--- src/rtl/maple_pkg.sv ---
// Shared definitions for the Maple bus receive path: FSM state encoding,
// sampling phase encoding, default sizing and the running-XOR helper.
package maple_pkg;

  // One-hot receive FSM state encoding
  typedef enum logic [2:0] {
    MAPLE_RX_IDLE = 3'b001,
    MAPLE_RX_RECV = 3'b010,
    MAPLE_RX_DONE = 3'b100
  } maple_rx_state_e;

  // Which data line's falling edge samples the next bit
  typedef enum logic {
    MAPLE_PHASE_A = 1'b0,
    MAPLE_PHASE_B = 1'b1
  } maple_phase_e;

  localparam int MAPLE_MAX_BYTES_DEFAULT      = 1024;
  localparam int MAPLE_TIMEOUT_CYCLES_DEFAULT = 4096;
  localparam int MAPLE_CNT_W_DEFAULT          = 11;

  // Longitudinal redundancy check: fold one more byte into the running XOR
  function automatic logic [7:0] maple_lrc_next(input logic [7:0] lrc, input logic [7:0] data);
    return lrc ^ data;
  endfunction

endpackage

--- src/rtl/maple_byte_assembler.sv ---
// Maple receive bit/byte assembler. Alternates between sampling SDCKB on an
// SDCKA falling edge (phase A) and SDCKA on an SDCKB falling edge (phase B),
// shifts bits in MSB first and flags the cycle in which the 8th bit arrives.
// byte_ready/byte_data are combinational; the caller registers them.
module maple_byte_assembler
  import maple_pkg::*;
(
  input  logic       clk,
  input  logic       reset,
  input  logic       clear,
  input  logic       enable,
  input  logic       sdcka_in,
  input  logic       sdckb_in,
  input  logic       sdcka_negedge,
  input  logic       sdckb_negedge,
  output logic       bit_accept,
  output logic       byte_ready,
  output logic [7:0] byte_data
);

  maple_phase_e phase_q, phase_d;
  logic [7:0]   shift_q, shift_d;
  logic [2:0]   bit_cnt_q, bit_cnt_d;
  logic         sample_bit_s;

  // Phase tracking, bit sampling and shift/count update
  always_comb begin
    phase_d      = phase_q;
    shift_d      = shift_q;
    bit_cnt_d    = bit_cnt_q;
    bit_accept   = 1'b0;
    sample_bit_s = 1'b0;
    if (clear) begin
      phase_d   = MAPLE_PHASE_A;
      shift_d   = 8'h00;
      bit_cnt_d = 3'd0;
    end else if (enable) begin
      case (phase_q)
        MAPLE_PHASE_A: begin
          if (sdcka_negedge) begin
            bit_accept   = 1'b1;
            sample_bit_s = sdckb_in;
            phase_d      = MAPLE_PHASE_B;
          end else begin
            phase_d = MAPLE_PHASE_A;
          end
        end
        MAPLE_PHASE_B: begin
          if (sdckb_negedge) begin
            bit_accept   = 1'b1;
            sample_bit_s = sdcka_in;
            phase_d      = MAPLE_PHASE_A;
          end else begin
            phase_d = MAPLE_PHASE_B;
          end
        end
        default: phase_d = MAPLE_PHASE_A;
      endcase
      if (bit_accept) begin
        shift_d   = {shift_q[6:0], sample_bit_s};
        bit_cnt_d = bit_cnt_q + 3'd1;
      end else begin
        shift_d   = shift_q;
        bit_cnt_d = bit_cnt_q;
      end
    end else begin
      phase_d = phase_q;
    end
  end

  assign byte_ready = bit_accept && (bit_cnt_q == 3'd7);
  assign byte_data  = shift_d;

  // Assembler state registers with synchronous reset
  always_ff @(posedge clk) begin
    if (reset) begin
      phase_q   <= MAPLE_PHASE_A;
      shift_q   <= 8'h00;
      bit_cnt_q <= 3'd0;
    end else begin
      phase_q   <= phase_d;
      shift_q   <= shift_d;
      bit_cnt_q <= bit_cnt_d;
    end
  end

endmodule

--- src/rtl/maple_rx_deserializer.sv ---
// Maple bus receive deserializer. Between a start pulse and an end pulse it
// streams assembled bytes out with rx_valid, then closes the frame with a
// one-cycle frame_done or frame_error pulse and leaves rx_count holding the
// byte count. Define MAPLE_RX_LRC_CHECK_EN to add the rx_lrc running-XOR
// port and reject clean frames whose XOR is non-zero.
module maple_rx_deserializer
  import maple_pkg::*;
#(
  parameter int MAX_BYTES      = MAPLE_MAX_BYTES_DEFAULT,
  parameter int TIMEOUT_CYCLES = MAPLE_TIMEOUT_CYCLES_DEFAULT,
  parameter int CNT_W          = MAPLE_CNT_W_DEFAULT
) (
  input  logic             clk,
  input  logic             reset,
  input  logic             sdcka_in,
  input  logic             sdckb_in,
  input  logic             sdcka_negedge,
  input  logic             sdckb_negedge,
  input  logic             frame_start,
  input  logic             end_frame,
  input  logic             end_frame_error,
  output logic [7:0]       rx_data,
  output logic             rx_valid,
  output logic [CNT_W-1:0] rx_count,
  output logic             frame_done,
  output logic             frame_error,
  output logic             busy
`ifdef MAPLE_RX_LRC_CHECK_EN
  ,
  output logic [7:0]       rx_lrc
`endif
);

  localparam int TMR_W = $clog2(TIMEOUT_CYCLES + 1);
  localparam logic [TMR_W-1:0] TMR_LIMIT = TMR_W'(TIMEOUT_CYCLES);
  localparam logic [CNT_W-1:0] CNT_MAX   = CNT_W'(MAX_BYTES);

  maple_rx_state_e  state_q, state_d;
  logic [TMR_W-1:0] timer_q, timer_d;
  logic [CNT_W-1:0] rx_count_q, rx_count_d;
  logic [7:0]       rx_data_q, rx_data_d;
  logic             rx_valid_q, rx_valid_d;
  logic             frame_done_q, frame_done_d;
  logic             frame_error_q, frame_error_d;
  logic             busy_q, busy_d;
  logic             asm_clear_s, asm_enable_s;
  logic             bit_accept_s, byte_ready_s;
  logic [7:0]       byte_data_s;
  logic             clean_ok_s;
`ifdef MAPLE_RX_LRC_CHECK_EN
  logic [7:0]       lrc_q, lrc_d;
`endif

  // A terminating input in RECV wins over any sampling edge that cycle
  assign asm_clear_s  = (state_q == MAPLE_RX_IDLE) && frame_start;
  assign asm_enable_s = (state_q == MAPLE_RX_RECV) && !frame_start && !end_frame && !end_frame_error;

  maple_byte_assembler u_asm (
    .clk           (clk),
    .reset         (reset),
    .clear         (asm_clear_s),
    .enable        (asm_enable_s),
    .sdcka_in      (sdcka_in),
    .sdckb_in      (sdckb_in),
    .sdcka_negedge (sdcka_negedge),
    .sdckb_negedge (sdckb_negedge),
    .bit_accept    (bit_accept_s),
    .byte_ready    (byte_ready_s),
    .byte_data     (byte_data_s)
  );

  // An empty frame (or one with a bad checksum) is never reported as clean
`ifdef MAPLE_RX_LRC_CHECK_EN
  assign clean_ok_s = (rx_count_q != {CNT_W{1'b0}}) && (lrc_q == 8'h00);
`else
  assign clean_ok_s = (rx_count_q != {CNT_W{1'b0}});
`endif

  // Next-state, timer, byte counter and output pulse computation
  always_comb begin
    state_d       = state_q;
    timer_d       = timer_q;
    rx_count_d    = rx_count_q;
    rx_data_d     = rx_data_q;
    rx_valid_d    = 1'b0;
    frame_done_d  = 1'b0;
    frame_error_d = 1'b0;
`ifdef MAPLE_RX_LRC_CHECK_EN
    lrc_d         = lrc_q;
`endif
    case (state_q)
      MAPLE_RX_IDLE: begin
        if (frame_start) begin
          state_d    = MAPLE_RX_RECV;
          timer_d    = {TMR_W{1'b0}};
          rx_count_d = {CNT_W{1'b0}};
`ifdef MAPLE_RX_LRC_CHECK_EN
          lrc_d      = 8'h00;
`endif
        end else begin
          state_d = MAPLE_RX_IDLE;
        end
      end
      MAPLE_RX_RECV: begin
        if (frame_start || end_frame_error) begin
          state_d       = MAPLE_RX_DONE;
          frame_error_d = 1'b1;
        end else if (end_frame) begin
          state_d       = MAPLE_RX_DONE;
          frame_done_d  = clean_ok_s;
          frame_error_d = !clean_ok_s;
        end else if (byte_ready_s) begin
          timer_d = {TMR_W{1'b0}};
          if (rx_count_q == CNT_MAX) begin
            state_d       = MAPLE_RX_DONE;
            frame_error_d = 1'b1;
          end else begin
            rx_data_d  = byte_data_s;
            rx_valid_d = 1'b1;
            rx_count_d = rx_count_q + CNT_W'(1);
`ifdef MAPLE_RX_LRC_CHECK_EN
            lrc_d      = maple_lrc_next(lrc_q, byte_data_s);
`endif
          end
        end else if (bit_accept_s) begin
          timer_d = {TMR_W{1'b0}};
        end else if (timer_q == TMR_LIMIT) begin
          state_d       = MAPLE_RX_DONE;
          frame_error_d = 1'b1;
        end else begin
          timer_d = timer_q + TMR_W'(1);
        end
      end
      MAPLE_RX_DONE: state_d = MAPLE_RX_IDLE;
      default:       state_d = MAPLE_RX_IDLE;
    endcase
    busy_d = (state_d == MAPLE_RX_RECV);
  end

  // State and registered outputs, synchronous reset drops any partial frame
  always_ff @(posedge clk) begin
    if (reset) begin
      state_q       <= MAPLE_RX_IDLE;
      timer_q       <= {TMR_W{1'b0}};
      rx_count_q    <= {CNT_W{1'b0}};
      rx_data_q     <= 8'h00;
      rx_valid_q    <= 1'b0;
      frame_done_q  <= 1'b0;
      frame_error_q <= 1'b0;
      busy_q        <= 1'b0;
    end else begin
      state_q       <= state_d;
      timer_q       <= timer_d;
      rx_count_q    <= rx_count_d;
      rx_data_q     <= rx_data_d;
      rx_valid_q    <= rx_valid_d;
      frame_done_q  <= frame_done_d;
      frame_error_q <= frame_error_d;
      busy_q        <= busy_d;
    end
  end

`ifdef MAPLE_RX_LRC_CHECK_EN
  // Running XOR of emitted bytes
  always_ff @(posedge clk) begin
    if (reset) begin
      lrc_q <= 8'h00;
    end else begin
      lrc_q <= lrc_d;
    end
  end

  assign rx_lrc = lrc_q;
`endif

  assign rx_data     = rx_data_q;
  assign rx_valid    = rx_valid_q;
  assign rx_count    = rx_count_q;
  assign frame_done  = frame_done_q;
  assign frame_error = frame_error_q;
  assign busy        = busy_q;

endmodule
--- config.mk ---
export PLATFORM = sky130hd
export DESIGN_NAME = maple_rx_deserializer
export DESIGN_NICKNAME = d
export VERILOG_FILES = /design/src/rtl/maple_pkg.sv /design/src/rtl/maple_byte_assembler.sv /design/src/rtl/maple_rx_deserializer.sv
export SDC_FILE = /design/constraint.sdc
export NUM_CORES = 1
export LEC_CHECK = 0
export BUFFER_PORTS_ARGS = -buffer_cell sky130_fd_sc_hd__buf_2
export CORE_MARGIN = 10
export CORE_UTILIZATION = 59
export CTS_BUF_LIST = sky130_fd_sc_hd__clkbuf_4
export DETAILED_ROUTE_END_ITERATION = 12
export PLACE_DENSITY = 0.81
export SETUP_SLACK_MARGIN = 0.05
export SLEW_MARGIN = 20
export SYNTH_ARGS = -nofsm -noshare
export SYNTH_HDL_FRONTEND = slang
export SYNTH_SLANG_ARGS = --single-unit
--- constraint.sdc ---
create_clock -name clk -period 2.4 [get_ports clk]
set_input_delay 0.48 -clock clk [delete_from_list [all_inputs] [get_ports clk]]
set_output_delay 0.48 -clock clk [all_outputs]
set_load 0.01 [all_outputs]
Word-level counts from Yosys, hierarchy flattened
Index checks and enable logic that the tools add are counted.
{"block": "totals", "regBits": 51, "latch_bits": 0, "mem_bits_rw": 0, "romBits": 0, "out_inout_bits": 23, "elab_cells": 95, "n_memories": 0}
{"block": "op_classes", "add_sub_neg": 3, "mul": 0, "n_div": 0, "order_cmp": 0, "eq_ne": 12, "shifts": 0, "mux": 43, "bitwise": 6, "reduce_logical": 20}
{"cell": "13-bit two-way mux", "n": 6}
{"cell": "11-bit two-way mux", "n": 5}
{"cell": "13-bit case mux with 2 select lines", "n": 1}
{"cell": "8-bit two-way mux", "n": 3}
{"cell": "11-bit case mux with 2 select lines", "n": 1}
{"cell": "3-bit two-way mux", "n": 6}
{"cell": "1-bit two-way mux", "n": 16}
{"cell": "13-bit by 1-bit adder with 13-bit output (second input constant)", "n": 1}
{"cell": "13-bit == test (second input constant)", "n": 1}
{"cell": "11-bit by 1-bit adder with 11-bit output (second input constant)", "n": 1}
{"cell": "11-bit == test (second input constant)", "n": 1}
{"cell": "11-bit nonzero test", "n": 1}
{"cell": "2-bit != test (second input constant)", "n": 5}
{"cell": "5-bit AND reduction", "n": 2}
{"cell": "3-bit by 2-bit == test with 1-bit output (second input constant)", "n": 2}
{"cell": "1-bit inverter", "n": 6}
{"cell": "1-bit case mux with 2 select lines", "n": 3}
{"cell": "3-bit case mux with 2 select lines", "n": 1}
{"cell": "6-bit AND reduction", "n": 1}
{"cell": "1-bit logical AND", "n": 5}
{"cell": "5-bit OR reduction", "n": 1}
{"cell": "1-bit zero test", "n": 4}
{"cell": "4-bit by 3-bit != test with 1-bit output (second input constant)", "n": 1}
{"cell": "2-bit OR reduction", "n": 2}
{"cell": "8 further kinds", "n": 8}

Depth between registers and ports, before layout
{"block": "depth", "ltp_word": 14, "depth_mapped": 8, "mapped_depth_nobuf": 7}

Cells and area by module
From an unflattened synthesis, not the netlist that was laid out.
{"block": "unflattened", "cells_unflattened": 298, "area_unflattened_um2": 2590.0}
{"mod": "maple_rx_deserializer", "n_inst": 1, "cells_per_inst": 225, "area_per_inst_um2": 1928.1, "seq_area_each_um2": 780.7}
{"mod": "maple_byte_assembler", "n_inst": 1, "cells_per_inst": 73, "area_per_inst_um2": 661.9, "seq_area_each_um2": 240.2}

Worst setup path before layout
No wires, ideal clock.
{"block": "synth_timing", "path_kind": "input port to flip-flop", "start": "in end_frame", "end": "reg rx_count_q[1], in the netlist rx_count[1]", "arrival_time_ns": 1.973, "t_required_ns": 2.333, "setup_slack_ns": 0.359, "cell_stages": 7, "path_buffers": 2, "cell_sequence": "or3_1 clkbuf_1 or4_4 nor2b_4 buf_6 nand3_2 a21oi_2"}
{"block": "synth_between", "elab_chain_cells": 8, "elab_cells_between_ends": 9, "classes_between": "2 x eq/ne; 2 x mux; 5 x reduce/logical"}
{"item": "start, declared", "line": "maple_rx_deserializer.sv:20", "text": "input logic end_frame,"}
{"item": "1-bit zero test", "line": "maple_rx_deserializer.sv:56", "text": "assign asm_enable_s = (state_q == MAPLE_RX_RECV) && !frame_start && !end_frame && !end_frame_error;"}
{"item": "1-bit logical AND (2 in a row)", "line": "maple_rx_deserializer.sv:56"}
{"item": "1-bit two-way mux", "line": "maple_byte_assembler.sv:37", "text": "end else if (enable) begin"}
{"item": "1-bit two-way mux", "line": "maple_byte_assembler.sv:33", "text": "if (clear) begin"}
{"item": "1-bit logical AND", "line": "maple_byte_assembler.sv:71", "text": "assign byte_ready = bit_accept && (bit_cnt_q == 3'd7);"}
{"item": "2-bit != test (no line)"}
{"item": "6-bit AND reduction (no line) *"}
{"item": "end signal, assigned", "line": "maple_rx_deserializer.sv:145", "text": "rx_count_q <= {CNT_W{1'b0}};"}
{"item": "end signal, assigned", "line": "maple_rx_deserializer.sv:154", "text": "rx_count_q <= rx_count_d;"}
{"item": "end, declared", "line": "maple_rx_deserializer.sv:40", "text": "logic [CNT_W-1:0] rx_count_q, rx_count_d;"}
Mark *: on every way between the ends. The rest lies on a longest branch, timed or not.
A chain may end at the register's enable or synchronous reset.

Worst setup path in the final report
{"block": "layout_timing", "start": "reg state_q[1]", "end": "reg rx_count_q[1], in the netlist rx_count[1]"}
{"block": "layout_between", "elab_chain_cells": 9, "elab_cells_between_ends": 17, "classes_between": "7 x eq/ne; 3 x mux; 7 x reduce/logical"}
{"item": "start, declared", "line": "maple_rx_deserializer.sv:38", "text": "maple_rx_state_e state_q, state_d;"}
{"item": "start signal, assigned", "line": "maple_rx_deserializer.sv:152", "text": "state_q <= state_d;"}
{"item": "3-bit by 2-bit == test with 1-bit output", "line": "maple_rx_deserializer.sv:56, maple_rx_deserializer.sv:91"}
{"item": "1-bit logical AND (3 in a row)", "line": "maple_rx_deserializer.sv:56"}
{"item": "1-bit two-way mux", "line": "maple_byte_assembler.sv:37"}
{"item": "1-bit two-way mux", "line": "maple_byte_assembler.sv:33"}
{"item": "1-bit logical AND", "line": "maple_byte_assembler.sv:71"}
{"item": "2-bit != test (no line)"}
{"item": "6-bit AND reduction (no line)"}
Parallel ways exist; a longest one is shown, timed or not.

==> metrics.yaml <==
floorplanning:
  start_util_pct: 61.3
  coreArea_um2: 3660
  die_y_um: 81.7
  die_area_um2: 6670
  die_w_um: 81.7
  rows: 22
  io_pins: 32
timing:
  drv_slew: 0
  min_period_ns: 2.16
  fmax_ghz: 0.462
  slew_headroom_pct: 67.0
  hold_viol_final: 0
  tightest_slew_ns: 0.494
  tns_ns: 0
  rsz0062_at_grt: "no"
  period_share_pct: 90.1
  skew_ns: 0.0159
  final-setup-viol-count: 0
  whs_ns: 0.354
power_and_ir_drop:
  p_leak_uw: 0.000939
  p_comb_share_pct: 6.7
  p_int_uw: 995
  switchingPower_uw: 325
  p_clk_share_pct: 29.6
  swShare_pct: 24.6
  ir_drop_mv: 0.317
  power_frac_seq_pct: 63.7
  power_per_cell_area_nw_per_um2: 525
yosys:
  synth.avg_cell_area_um2: 8.41
  synthCells: 267
  synth_nets: 282
  yosys.area.top_type: "dfxtp_1"
  synth_ff_type: "dfxtp_1"
  synth_edf_count: 0
  synth_area_leaders: "dfxtp_1, nand2_1, a21oi_1, nand3_1, nor2_1"
  yosysWarnings: 0
  synth_cell_types: 41
  ys_seq_area_share_pct: 44.6
  syn_area_um2: 2240
  synth.top_cell.area_share_pct: 44.6
  synth-async-reset-ratio_pct: 0
  synth_seq_cells: 50
critical_path:
  crit_arrival_ns: 2.42
  critPathLaunch: "state_q[1]"
  critical_path_class: "flop to flop"
  required_ns: 2.66
  crit_path_cell_trace: "or3b_1, nor3_2, buf_4, nand3_1, nand3_1, a21oi_2"
  crit_path_max_incr_delay_ns: 0.49
  crit_top_cell: "nand3_1"
  cp_max_fo: 18
  reg2reg_from: "state_q[1]"
  crit_path_end_kind: "flop"
  cp_slowest_cell: "or3b_1"
  crit_path_start_kind: "flop"
layout:
  drive_above_1_share_pct: 18.0
  fill_cells: 306
  layout_common_cells: "dfxtp_1, nand2_1, buf_2, nor2_1, a21oi_1"
  final_common_cell: "dfxtp_1"
  num_antenna_cells: 0
  area_growth_pct: 12.0
  fin_nets: 314
detailed_routing:
  drc: 0
  firstDrtPassIters: 4
  ant_nets: 0
  via_per_inst: 5.66
  vias: 1969
  routed_wl_um: 4920
  routedWlPerCell_um: 14.1
  dr.first_iter.drc_count: 131
clocking:
  clock_sinks: 50
  clock_latency_ns: 0.36
  cts_resized: 0
  cts_tree: "built"
  cts-buffers-inserted: 5
  cts_htree_levels: 2
  clock-root-buffer: "clkbuf_4"
  cts_hold_buf: 0
  cts_buffer_depth: 2
  clk_pin_slew_ns: 0.15
  postCtsSetupBuffers: 0
run_status:
  outcome: "finished, final reports clean"
global_routing:
  grt_pass1_vias: 1818
  grt_pass1_wl_um: 8310
  antenna_found_initial: 0
  gr-usage-all-layers_pct: 15.5
  grt_max_degree: 21
  global_route.overflow_total: 0
worst_hold_path:
  worstHoldStart: "end_frame"
  timing.hold.worst.class: "primary input to flop"
job:
  maxCapViolations: 0
place:
  gp_congestion: 0.824
  port_buffers: 31
  place_hpwl_um: 3690
==> synth_stat cells (2+ instances only) <==
library cell  instances
nand2b_1              3
or3_1                10
o21ai_0               8
mux2i_1               2
nand2_1              34
xnor2_1               7
and4_1                3
nor3_1                5
clkbuf_1              8
o22ai_1               2
nor2_1               26
xor2_1                6
or2_1                 2
nand3_1              21
ha_1                  6
a21oi_1              25
nor3b_1               2
nor4_1                3
nor4b_1               3
nand4_1               8
inv_1                 6
a211oi_1              2
buf_2                 4
and3_1                5
dfxtp_1              50
==> logic make-up (layout without fill, tap and decap cells) <==
group / after synthesis / after routing / share of synthesized area, %
XOR/XNOR: 13 / 13 / 5.07
AO/OA/AOI/OAI: 44 / 44 / 11.3
multiplexers: 2 / 2 / 0.892
AND/OR/NAND/NOR: 133 / 133 / 31.0
buffers and inverters: 19 / 52 / 3.73
adder cells (fa/ha/maj): 6 / 6 / 3.34
flip-flops: 50 / 50 / 44.6
==> registers in the layout, indices dropped and copies added (netlist names), 3 cells and up <==
name,cells
rx_count,11
rx_data,8
state_q,3
timer_q,13
u_asm.bit_cnt_q,3
u_asm.shift_q,7
==> through the flow <==
stage          util, %  worst slack [ns]  power [uW]  area [um^2]  std cells
2_1_floorplan        -             0.359         914         2240        267
6_report          68.7             0.238        1320         2510        348
5_1_grt           68.7            0.0944        1380         2510        348
3_3_place_gp      67.1            0.0989         946         2460        340
3_5_place_dp      67.1            0.0477         948         2460        340
4_1_cts           68.7             0.225        1330         2510        348
==> worst paths after layout <==
check                 to  slack (ns)  cells past startpoint
max          rx_count[1]        0.24                      6
min           frame_done        0.35                      3
max reg2reg  rx_count[1]        0.24                      6
min reg2reg   rx_data[5]        0.46                      2
==> final cells by class <==
cell class                      count  area, um^2  share of cell area [%]
Clock buffer                        6        45.0                    1.79
Tap cell                           48        60.1                    2.39
Sequential cell                    50        1000                    39.8
Multi-Input combinational cell    198        1160                    46.3
Timing Repair Buffer               38         208                    8.26
Inverter                            6        22.5                   0.896
Clock inverter                      2        13.8                   0.547
==> worst max-delay path, delay by kind of cell, from the launching register on <==
kind                   cells  cell delay, ns
buffers and inverters      1            0.27
AND/OR/NAND/NOR            4            1.31
AO/OA/AOI/OAI              1            0.06
flip-flops                 1            0.41
==> power by group through the flow <==
stage	registers (uW)	clock network [uW]	logic (uW)
after floorplan	859	0	54.5
after global placement	859	0	87.2
after detailed placement	859	0	88.4
after CTS	841	403	88.5
after global routing	843	435	99.3
final	841	390	88.6
==> routing by layer <==
metal	global-route usage (%)	up-vias	wire, um
li1	-	998	-
met1	19.7	923	2200
met2	25.0	43	2350
met3	3.82	5	313
met4	5.61	0	54
met5	0	-	0
Power figures use the tool's default switching activity.
